<file path="config.mk">
export PLATFORM = sky130hd
export DESIGN_NAME = hyperbus_mem_responder_flat
export DESIGN_NICKNAME = d
export VERILOG_FILES = /design/src/rtl/hyperbus_pkg.sv /design/src/rtl/hyperbus_mem_responder_if.sv /design/src/rtl/hyperbus_resp_regs.sv /design/src/rtl/hyperbus_mem_responder.sv /design/src/flat_wrapper.sv
export SDC_FILE = /design/constraint.sdc
export NUM_CORES = 1
export LEC_CHECK = 0
export ABC_AREA = 1
export BUFFER_PORTS_ARGS = -buffer_cell sky130_fd_sc_hd__buf_2
export CAP_MARGIN = 20
export CELL_PAD_IN_SITES_DETAIL_PLACEMENT = 0
export CELL_PAD_IN_SITES_GLOBAL_PLACEMENT = 1
export CORE_MARGIN = 2
export CORE_UTILIZATION = 45
export CTS_CLUSTER_SIZE = 16
export DETAILED_ROUTE_END_ITERATION = 16
export GPL_ROUTABILITY_DRIVEN = 0
export GPL_TIMING_DRIVEN = 0
export MAX_ROUTING_LAYER = met4
export PLACE_DENSITY_LB_ADDON = 0.1
export REMOVE_ABC_BUFFERS = 1
export SLEW_MARGIN = 20
export SYNTH_ARGS = -nofsm -noshare
export SYNTH_HDL_FRONTEND = slang
export SYNTH_SLANG_ARGS = --single-unit
export TNS_END_PERCENT = 30
</file>
<file path="constraint.sdc">
create_clock -name clk270 -period 3.1 [get_ports clk270]
set_clock_uncertainty 0.1 [all_clocks]
set_input_delay 0.155 -clock clk270 [delete_from_list [all_inputs] [get_ports clk270]]
set_output_delay 0.155 -clock clk270 [all_outputs]
set_load 0.1 [all_outputs]
</file>
<file path="src/rtl/hyperbus_pkg.sv">
// Shared types and constants for the HyperBus device-side responder.
package hyperbus_pkg;

  typedef enum logic [2:0] {
    ST_IDLE,
    ST_CA,
    ST_LATENCY,
    ST_READ,
    ST_WRITE,
    ST_REG_WR,
    ST_DONE
  } state_e;

  // Bit positions within CA word 0 (CA[47:32])
  localparam int unsigned CA0_RW_BIT = 15;
  localparam int unsigned CA0_AS_BIT = 14;
  localparam int unsigned CA0_BT_BIT = 13;

  localparam logic [31:0] REG_ID0 = 32'h0000_0000;
  localparam logic [31:0] REG_ID1 = 32'h0000_0001;
  localparam logic [31:0] REG_CR0 = 32'h0000_0800;
  localparam logic [31:0] REG_CR1 = 32'h0000_0801;

  localparam logic [15:0] CR0_RESET = 16'h8F1F;
  localparam logic [15:0] CR1_RESET = 16'h0002;

endpackage

</file>
<file path="src/rtl/hyperbus_mem_responder_if.sv">
// Word-per-cycle HyperBus pins as seen by the responder (slave) and the PHY (master).
interface hyperbus_mem_responder_if;
  logic        hyper_cs_ni;
  logic        ck_en_i;
  logic [15:0] dq_word_i;
  logic [1:0]  rwds_pair_i;
  logic [15:0] dq_word_o;
  logic        dq_oe_o;
  logic [1:0]  rwds_pair_o;
  logic        rwds_oe_o;

  modport master (
    output hyper_cs_ni, ck_en_i, dq_word_i, rwds_pair_i,
    input  dq_word_o, dq_oe_o, rwds_pair_o, rwds_oe_o
  );

  modport slave (
    input  hyper_cs_ni, ck_en_i, dq_word_i, rwds_pair_i,
    output dq_word_o, dq_oe_o, rwds_pair_o, rwds_oe_o
  );
endinterface

</file>
<file path="src/rtl/hyperbus_resp_regs.sv">
// Device register file: read-only ID0/ID1, writable CR0/CR1, combinational read.
module hyperbus_resp_regs
  import hyperbus_pkg::*;
#(
  parameter logic [15:0] ID0_VALUE = 16'h0C81,
  parameter logic [15:0] ID1_VALUE = 16'h0001
) (
  input  logic        clk270,
  input  logic        rst_ni,
  input  logic        we_i,
  input  logic [31:0] waddr_i,
  input  logic [15:0] wdata_i,
  input  logic [31:0] raddr_i,
  output logic [15:0] rdata_o,
  output logic        cr0_lat2x_o
);

  logic [15:0] cr0_q, cr1_q;

  always_ff @(posedge clk270 or negedge rst_ni) begin
    if (!rst_ni) begin
      cr0_q <= CR0_RESET;
      cr1_q <= CR1_RESET;
    end else if (we_i) begin
      if (waddr_i == REG_CR0) cr0_q <= wdata_i;
      if (waddr_i == REG_CR1) cr1_q <= wdata_i;
    end
  end

  always_comb begin
    rdata_o = '0;
    case (raddr_i)
      REG_ID0: rdata_o = ID0_VALUE;
      REG_ID1: rdata_o = ID1_VALUE;
      REG_CR0: rdata_o = cr0_q;
      REG_CR1: rdata_o = cr1_q;
      default: rdata_o = '0;
    endcase
  end

  assign cr0_lat2x_o = cr0_q[3];

endmodule

</file>
<file path="src/rtl/hyperbus_mem_responder.sv">
// HyperBus device responder: CA decode, initial latency, linear/wrapped bursts to a backend port.
module hyperbus_mem_responder
  import hyperbus_pkg::*;
#(
  parameter int unsigned WAIT_CYCLES = 6,
  parameter logic [15:0] ID0_VALUE   = 16'h0C81,
  parameter logic [15:0] ID1_VALUE   = 16'h0001,
  parameter int unsigned WRAP_WORDS  = 16
) (
  input  logic                      clk270,
  input  logic                      rst_ni,
  hyperbus_mem_responder_if.slave   bus,
  input  logic                      lat2x_req_i,
  output logic                      mem_req_o,
  output logic                      mem_we_o,
  output logic [31:0]               mem_addr_o,
  output logic [15:0]               mem_wdata_o,
  output logic [1:0]                mem_be_o,
  input  logic [15:0]               mem_rdata_i,
  output logic                      busy_o
);

  localparam logic [7:0]  LAT_1X    = 8'(WAIT_CYCLES);
  localparam logic [7:0]  LAT_2X    = 8'(2 * WAIT_CYCLES);
  localparam logic [31:0] WRAP_MASK = 32'(WRAP_WORDS - 1);

  state_e      state_q;
  logic [15:0] ca0_q, ca1_q;
  logic        ca_idx_q, dbl_q, is_read_q, is_reg_q, linear_q;
  logic [31:0] addr_q, addr_next;
  logic [7:0]  lat_q;
  logic        rd_pend_q, dq_oe_q, rwds_oe_q;
  logic [1:0]  rwds_q;
  logic [15:0] hold_q, dq_word, reg_rdata;
  logic        cr0_lat2x, live, lat_last, rd_issue, wr_issue, reg_we, dbl_now;

  assign live     = !bus.hyper_cs_ni && bus.ck_en_i;
  assign lat_last = (state_q == ST_LATENCY) && (lat_q == 8'd1);
  assign rd_issue = live && is_read_q && !is_reg_q && (lat_last || state_q == ST_READ);
  assign wr_issue = live && (state_q == ST_WRITE) && (bus.rwds_pair_i != 2'b11);
  assign reg_we   = live && (state_q == ST_REG_WR);
  assign dbl_now  = cr0_lat2x | lat2x_req_i;

  assign addr_next = linear_q ? addr_q + 32'd1
                              : (addr_q & ~WRAP_MASK) | ((addr_q + 32'd1) & WRAP_MASK);

  assign mem_req_o   = rd_issue | wr_issue;
  assign mem_we_o    = wr_issue;
  assign mem_addr_o  = addr_q;
  assign mem_wdata_o = wr_issue ? bus.dq_word_i : '0;
  assign mem_be_o    = wr_issue ? ~bus.rwds_pair_i : '0;
  assign busy_o      = (state_q != ST_IDLE);

  // Backend data shows up only in the cycle after its request; hold_q keeps it across stalls.
  assign dq_word         = !dq_oe_q ? '0 : (rd_pend_q ? mem_rdata_i : hold_q);
  assign bus.dq_word_o   = dq_word;
  assign bus.dq_oe_o     = dq_oe_q;
  assign bus.rwds_oe_o   = rwds_oe_q;
  assign bus.rwds_pair_o = rwds_q;

  hyperbus_resp_regs #(
    .ID0_VALUE (ID0_VALUE),
    .ID1_VALUE (ID1_VALUE)
  ) u_regs (
    .clk270      (clk270),
    .rst_ni      (rst_ni),
    .we_i        (reg_we),
    .waddr_i     (addr_q),
    .wdata_i     (bus.dq_word_i),
    .raddr_i     (addr_q),
    .rdata_o     (reg_rdata),
    .cr0_lat2x_o (cr0_lat2x)
  );

  always_ff @(posedge clk270 or negedge rst_ni) begin
    if (!rst_ni) begin
      state_q   <= ST_IDLE;
      ca0_q     <= '0;
      ca1_q     <= '0;
      ca_idx_q  <= 1'b0;
      dbl_q     <= 1'b0;
      is_read_q <= 1'b0;
      is_reg_q  <= 1'b0;
      linear_q  <= 1'b0;
      addr_q    <= '0;
      lat_q     <= '0;
      rd_pend_q <= 1'b0;
      hold_q    <= '0;
      dq_oe_q   <= 1'b0;
      rwds_oe_q <= 1'b0;
      rwds_q    <= '0;
    end else if (bus.hyper_cs_ni) begin
      state_q   <= ST_IDLE;
      rd_pend_q <= 1'b0;
      dq_oe_q   <= 1'b0;
      rwds_oe_q <= 1'b0;
      rwds_q    <= '0;
    end else begin
      rd_pend_q <= rd_issue;
      if (live && is_reg_q && (lat_last || state_q == ST_READ)) hold_q <= reg_rdata;
      else                                                       hold_q <= dq_word;

      if (bus.ck_en_i) begin
        case (state_q)
          ST_IDLE: begin
            ca0_q     <= bus.dq_word_i;
            dbl_q     <= dbl_now;
            ca_idx_q  <= 1'b0;
            rwds_oe_q <= 1'b1;
            rwds_q    <= {2{dbl_now}};
            state_q   <= ST_CA;
          end
          ST_CA: begin
            if (!ca_idx_q) begin
              ca1_q    <= bus.dq_word_i;
              ca_idx_q <= 1'b1;
            end else begin
              is_read_q <= ca0_q[CA0_RW_BIT];
              is_reg_q  <= ca0_q[CA0_AS_BIT];
              linear_q  <= ca0_q[CA0_BT_BIT];
              addr_q    <= {ca0_q[12:0], ca1_q, bus.dq_word_i[2:0]};
              rwds_oe_q <= 1'b0;
              rwds_q    <= '0;
              lat_q     <= dbl_q ? LAT_2X : LAT_1X;
              if (!ca0_q[CA0_RW_BIT] && ca0_q[CA0_AS_BIT]) state_q <= ST_REG_WR;
              else                                         state_q <= ST_LATENCY;
            end
          end
          ST_LATENCY: begin
            lat_q <= lat_q - 8'd1;
            if (lat_q == 8'd1) begin
              if (is_read_q) begin
                addr_q    <= addr_next;
                dq_oe_q   <= 1'b1;
                rwds_oe_q <= 1'b1;
                rwds_q    <= 2'b10;
                state_q   <= ST_READ;
              end else begin
                state_q   <= ST_WRITE;
              end
            end
          end
          ST_READ:   addr_q  <= addr_next;
          ST_WRITE:  addr_q  <= addr_next;
          ST_REG_WR: state_q <= ST_DONE;
          ST_DONE:   state_q <= ST_DONE;
          default:   state_q <= ST_IDLE;
        endcase
      end
    end
  end

endmodule

</file>
<file path="src/flat_wrapper.sv">
// flat-port wrapper written by rule: the top's interface ports become plain ports
module hyperbus_mem_responder_flat import hyperbus_pkg::*;
#(
  parameter int unsigned WAIT_CYCLES = 6,
  parameter logic [15:0] ID0_VALUE   = 16'h0C81,
  parameter logic [15:0] ID1_VALUE   = 16'h0001,
  parameter int unsigned WRAP_WORDS  = 16
)
  (clk270, rst_ni, lat2x_req_i, mem_req_o, mem_we_o, mem_addr_o, mem_wdata_o, mem_be_o, mem_rdata_i, busy_o, bus_hyper_cs_ni, bus_ck_en_i, bus_dq_word_i, bus_rwds_pair_i, bus_dq_word_o, bus_dq_oe_o, bus_rwds_pair_o, bus_rwds_oe_o);
  hyperbus_mem_responder_if bus_i ();
  input  logic clk270;
  input  logic rst_ni;
  input  logic lat2x_req_i;
  output logic mem_req_o;
  output logic mem_we_o;
  output logic [31:0] mem_addr_o;
  output logic [15:0] mem_wdata_o;
  output logic [1:0] mem_be_o;
  input  logic [15:0] mem_rdata_i;
  output logic busy_o;
  input wire logic [$bits(bus_i.hyper_cs_ni)-1:0] bus_hyper_cs_ni;
  input wire logic [$bits(bus_i.ck_en_i)-1:0] bus_ck_en_i;
  input wire logic [$bits(bus_i.dq_word_i)-1:0] bus_dq_word_i;
  input wire logic [$bits(bus_i.rwds_pair_i)-1:0] bus_rwds_pair_i;
  output wire logic [$bits(bus_i.dq_word_o)-1:0] bus_dq_word_o;
  output wire logic [$bits(bus_i.dq_oe_o)-1:0] bus_dq_oe_o;
  output wire logic [$bits(bus_i.rwds_pair_o)-1:0] bus_rwds_pair_o;
  output wire logic [$bits(bus_i.rwds_oe_o)-1:0] bus_rwds_oe_o;
  assign bus_i.hyper_cs_ni = bus_hyper_cs_ni;
  assign bus_i.ck_en_i = bus_ck_en_i;
  assign bus_i.dq_word_i = bus_dq_word_i;
  assign bus_i.rwds_pair_i = bus_rwds_pair_i;
  assign bus_dq_word_o = bus_i.dq_word_o;
  assign bus_dq_oe_o = bus_i.dq_oe_o;
  assign bus_rwds_pair_o = bus_i.rwds_pair_o;
  assign bus_rwds_oe_o = bus_i.rwds_oe_o;
  hyperbus_mem_responder #(.WAIT_CYCLES(WAIT_CYCLES), .ID0_VALUE(ID0_VALUE), .ID1_VALUE(ID1_VALUE), .WRAP_WORDS(WRAP_WORDS)) u_core (.clk270(clk270), .rst_ni(rst_ni), .bus(bus_i), .lat2x_req_i(lat2x_req_i), .mem_req_o(mem_req_o), .mem_we_o(mem_we_o), .mem_addr_o(mem_addr_o), .mem_wdata_o(mem_wdata_o), .mem_be_o(mem_be_o), .mem_rdata_i(mem_rdata_i), .busy_o(busy_o));
endmodule
</file>
==> flow_summary.toml <==
[status]
status = "complete, but fails checks"
violations = "hold timing"

[clock_network]
clkTransAtPathRegs_ns = 0.06
clk-insertion-delay-late_ns = 0.43
cts-root-buf = "clkbuf_16"
h-tree-depth = 4
clockBufferDepth = 2
cts_tree = "done"
cts.sinks = 133
post-cts-setup-buffers = 0
cts-buffers-inserted = 17

[cells_and_area]
nets = 1144
finalInstanceArea_um2 = 8691
drive_gt1_frac = 0.1689
fillCellCount = 1606
area_growth_pct = 20.55
antennaDiodeCount = 0

[setup_path]
required_ns = 3.34
cp_slowest_cell = "inv_2"
crit_path_max_incr_delay_ns = 0.72
cp_cell_sequence = "nand2_1 > nand2_1 > nand2_1 > nand2_1 > nand2_1 > nand3_2 > inv_2 > nor2_1 > a21oi_1"
crit_fanout = 31
cp.arrival_ns = 3.21
start_kind = "register"
cp-end-kind = "register"
reg2reg_setup_slack_ns = 0.13
path_common_cell = "nand2_1"
critPathKind = "reg -> reg"

[synth]
ys_warn_count = 0
syn_inst = 991
synth_cell_types = 37
muxShareOfSynthArea = 0
yosysTopAreaCell = "dfrtp_1"
synth_seq_cells = 133
avgSynthCellArea_um2 = 7.275
synthArstFlopShare = 1.000
synth_top_area_share = 0.4235
synthSimpleGateAreaFrac = 0.2843
synthXorXnorAreaFrac = 0.006074
synth_top_family_by_area = "simple AND/OR/NAND/NOR gates"
synth_edf_count = 0
synth_fa_ha_area_frac = 0.008678
yosysMostFrequentCell = "nand2_1"
synth_common_cells = "nand2_1 (199), nor2_1 (166), dfrtp_1 (122)"
netlist_area_um2 = 7209
ys_top_cells_by_area = "dfrtp_1 (42%), nand2_1 (10%), nor2_1 (8.6%), o21ai_0 (7.1%), nand3_1 (6.0%)"
ys_seq_area_frac = 0.4636
synth_top_flop_cell = "dfrtp_1"
synth_compound_area_frac = 0.1631

[power_and_ir_drop]
clockPowerShare = 0.227
power_density_nw_per_um2 = 1027
p_seq_frac = 0.315
power_frac_comb = 0.459
intPower_mw = 4.386
p_sw_frac = 0.5087
switchingPower_mw = 4.540
ir_drop_mv = 0.8734
total_leakage_power_nw = 4.201

[global_routing]
grt_pass1_wl_mm = 33.00
grt_max_degree = 90
antenna_found_initial = 0
overflow = 0
grt_usage = 0.2594
grt_pass1_vias = 6299

[routing]
drc = 0
ant_nets = 0
routed_wl_mm = 20.71
avgViaCountPerCell = 5.214
drt_pre_antenna_iters = 6
vias = 6929
wire_per_inst_um = 15.58
drtIter0Drc = 551

[timing]
grt_setup_unrepaired = "yes"
finalMaxSlewViolations = 0
max_slew_margin = 0.3436
min_period_over_period = 0.9569
hold_viol_final = 1
timing.final.ws_setup_ns = 0.1335
min_period_ns = 2.966
clock.fmax_mhz = 337.1
worstMarginPinSlew_ns = 0.9822
whs_ns = -0.005142
setup-violations-final = 0

[placed_design]
port-buffer-count = 111
dp_slack_ns = -0.1460
placed_cell_area_um2 = 7950
place_hpwl_mm = 14.42

[min_path]
hold_class = "in -> reg"

[floorplanning]
row_count = 46
core_um2 = 15770
die_y_um = 130.6
die_area_um2 = 17050
start_util = 0.4572
die_w_um = 130.6
num_io_pins = 112

[run]
drv_cap = 0
[critical path: cells and delay by family, from the launching register on]
kind,cells,cell delay [ns]
simple gates,7,1.45
compound gates,1,0.14
buf+inv,1,0.72
flops,1,0.46
[through the flow]
stage	TNS (ns)	std cells	total power [mW]	util
after floorplan	-20.86	953	5.928	-
after global placement	-22.93	1280	6.844	0.4984
after detailed placement	-1.270	1283	6.918	0.5041
after CTS	0	1329	8.964	0.5506
after global routing	-2.177	1329	9.473	0.5511
final	0	1329	8.926	0.5511
[layout make-up]
cell class | count | area (um^2) | share of cell area
Sequential cell | 133 | 3342 | 0.3845
Multi-Input combinational cell | 724 | 3354 | 0.3860
Timing Repair Buffer | 128 | 775.7 | 0.08926
Inverter | 96 | 360.3 | 0.04146
Clock inverter | 9 | 100.1 | 0.01152
Tap cell | 216 | 270.3 | 0.03110
Clock buffer | 23 | 488.0 | 0.05615
[metal layers]
layer  vias to the layer above  global-route usage  share of wire
li1                       3479                   -              -
met1                      3283              0.3604           0.47
met2                       156              0.4050           0.48
met3                        11             0.04682          0.045
met4                         0             0.04819         0.0054
met5                         -                   -              0
[placed cells by master (no fill, tap or decap), types with 2 or more instances in the layout]
cell / count
clkbuf_16: 17
buf_8: 2
o21ai_1: 28
o211ai_1: 2
o21bai_1: 2
buf_16: 2
clkbuf_1: 2
nand4_1: 5
dlygate4sd3_1: 14
a31oi_1: 2
nand2_1: 198
a22oi_1: 2
nor3_1: 13
dfrtp_1: 122
clkbuf_8: 4
nor2_4: 2
ha_1: 5
inv_1: 81
nor3_2: 2
clkinv_2: 5
nand3_2: 4
nand3_1: 86
nor2_2: 4
buf_2: 110
xor2_1: 4
nor2_1: 164
clkinvlp_4: 2
dfstp_2: 11
a21oi_1: 80
nor4_1: 4
o31ai_1: 5
o21ai_0: 102
bufinv_16: 2
inv_2: 15
[what timing repair did]
action	4_1_cts	5_1_grt
endpoints found under the setup margin	16	47
hold buffers	14	0
endpoints found under the hold margin	155	0
resized for setup	1	2
[kinds of logic after synthesis]
logic type,after synthesis
AO/OA/AOI/OAI,226
buffers and inverters,134
AND/OR/NAND/NOR,488
flip-flops,133
adder cells (fa/ha/maj),5
XOR/XNOR,5
[power groups by stage]
stage / clock (mW) / combinational, mW / sequential (mW)
5_1_grt: 2.12 / 4.46 / 2.89
4_1_cts: 2.04 / 4.11 / 2.81
2_1_floorplan: 0 / 1.77 / 4.15
3_3_place_gp: 0 / 4.02 / 2.82
3_5_place_dp: 0 / 4.09 / 2.83
6_report: 2.02 / 4.09 / 2.81
[worst paths after layout]
path | start | end | depth (start not counted)
worst max-delay path | u_core.state_q[1] | u_core.mem_addr_o[16] | 9
worst min-delay path | bus_dq_word_i[6] | u_core.ca0_q[6] | 3
worst max register to register | u_core.state_q[1] | u_core.mem_addr_o[16] | 9
worst min register to register | u_core.u_regs.cr1_q[15] | u_core.u_regs.cr1_q[15] | 2
max in group asynchronous | rst_ni | u_core.u_regs.cr0_q[11] | 3
min in group asynchronous | rst_ni | u_core.ca1_q[2] | 2
[sequential cells by signal (all words and copies together), names as in the netlist, 2 cells and up]
signal	flops
u_core.u_regs.cr0_q	16
u_core.u_regs.cr1_q	16
u_core.hold_q	16
u_core.ca0_q	16
u_core.ca1_q	16
u_core.mem_addr_o	32
u_core.state_q	3
u_core.bus.rwds_pair_o	2
u_core.lat_q	8
Note: power is estimated with default switching activity, not from simulation.
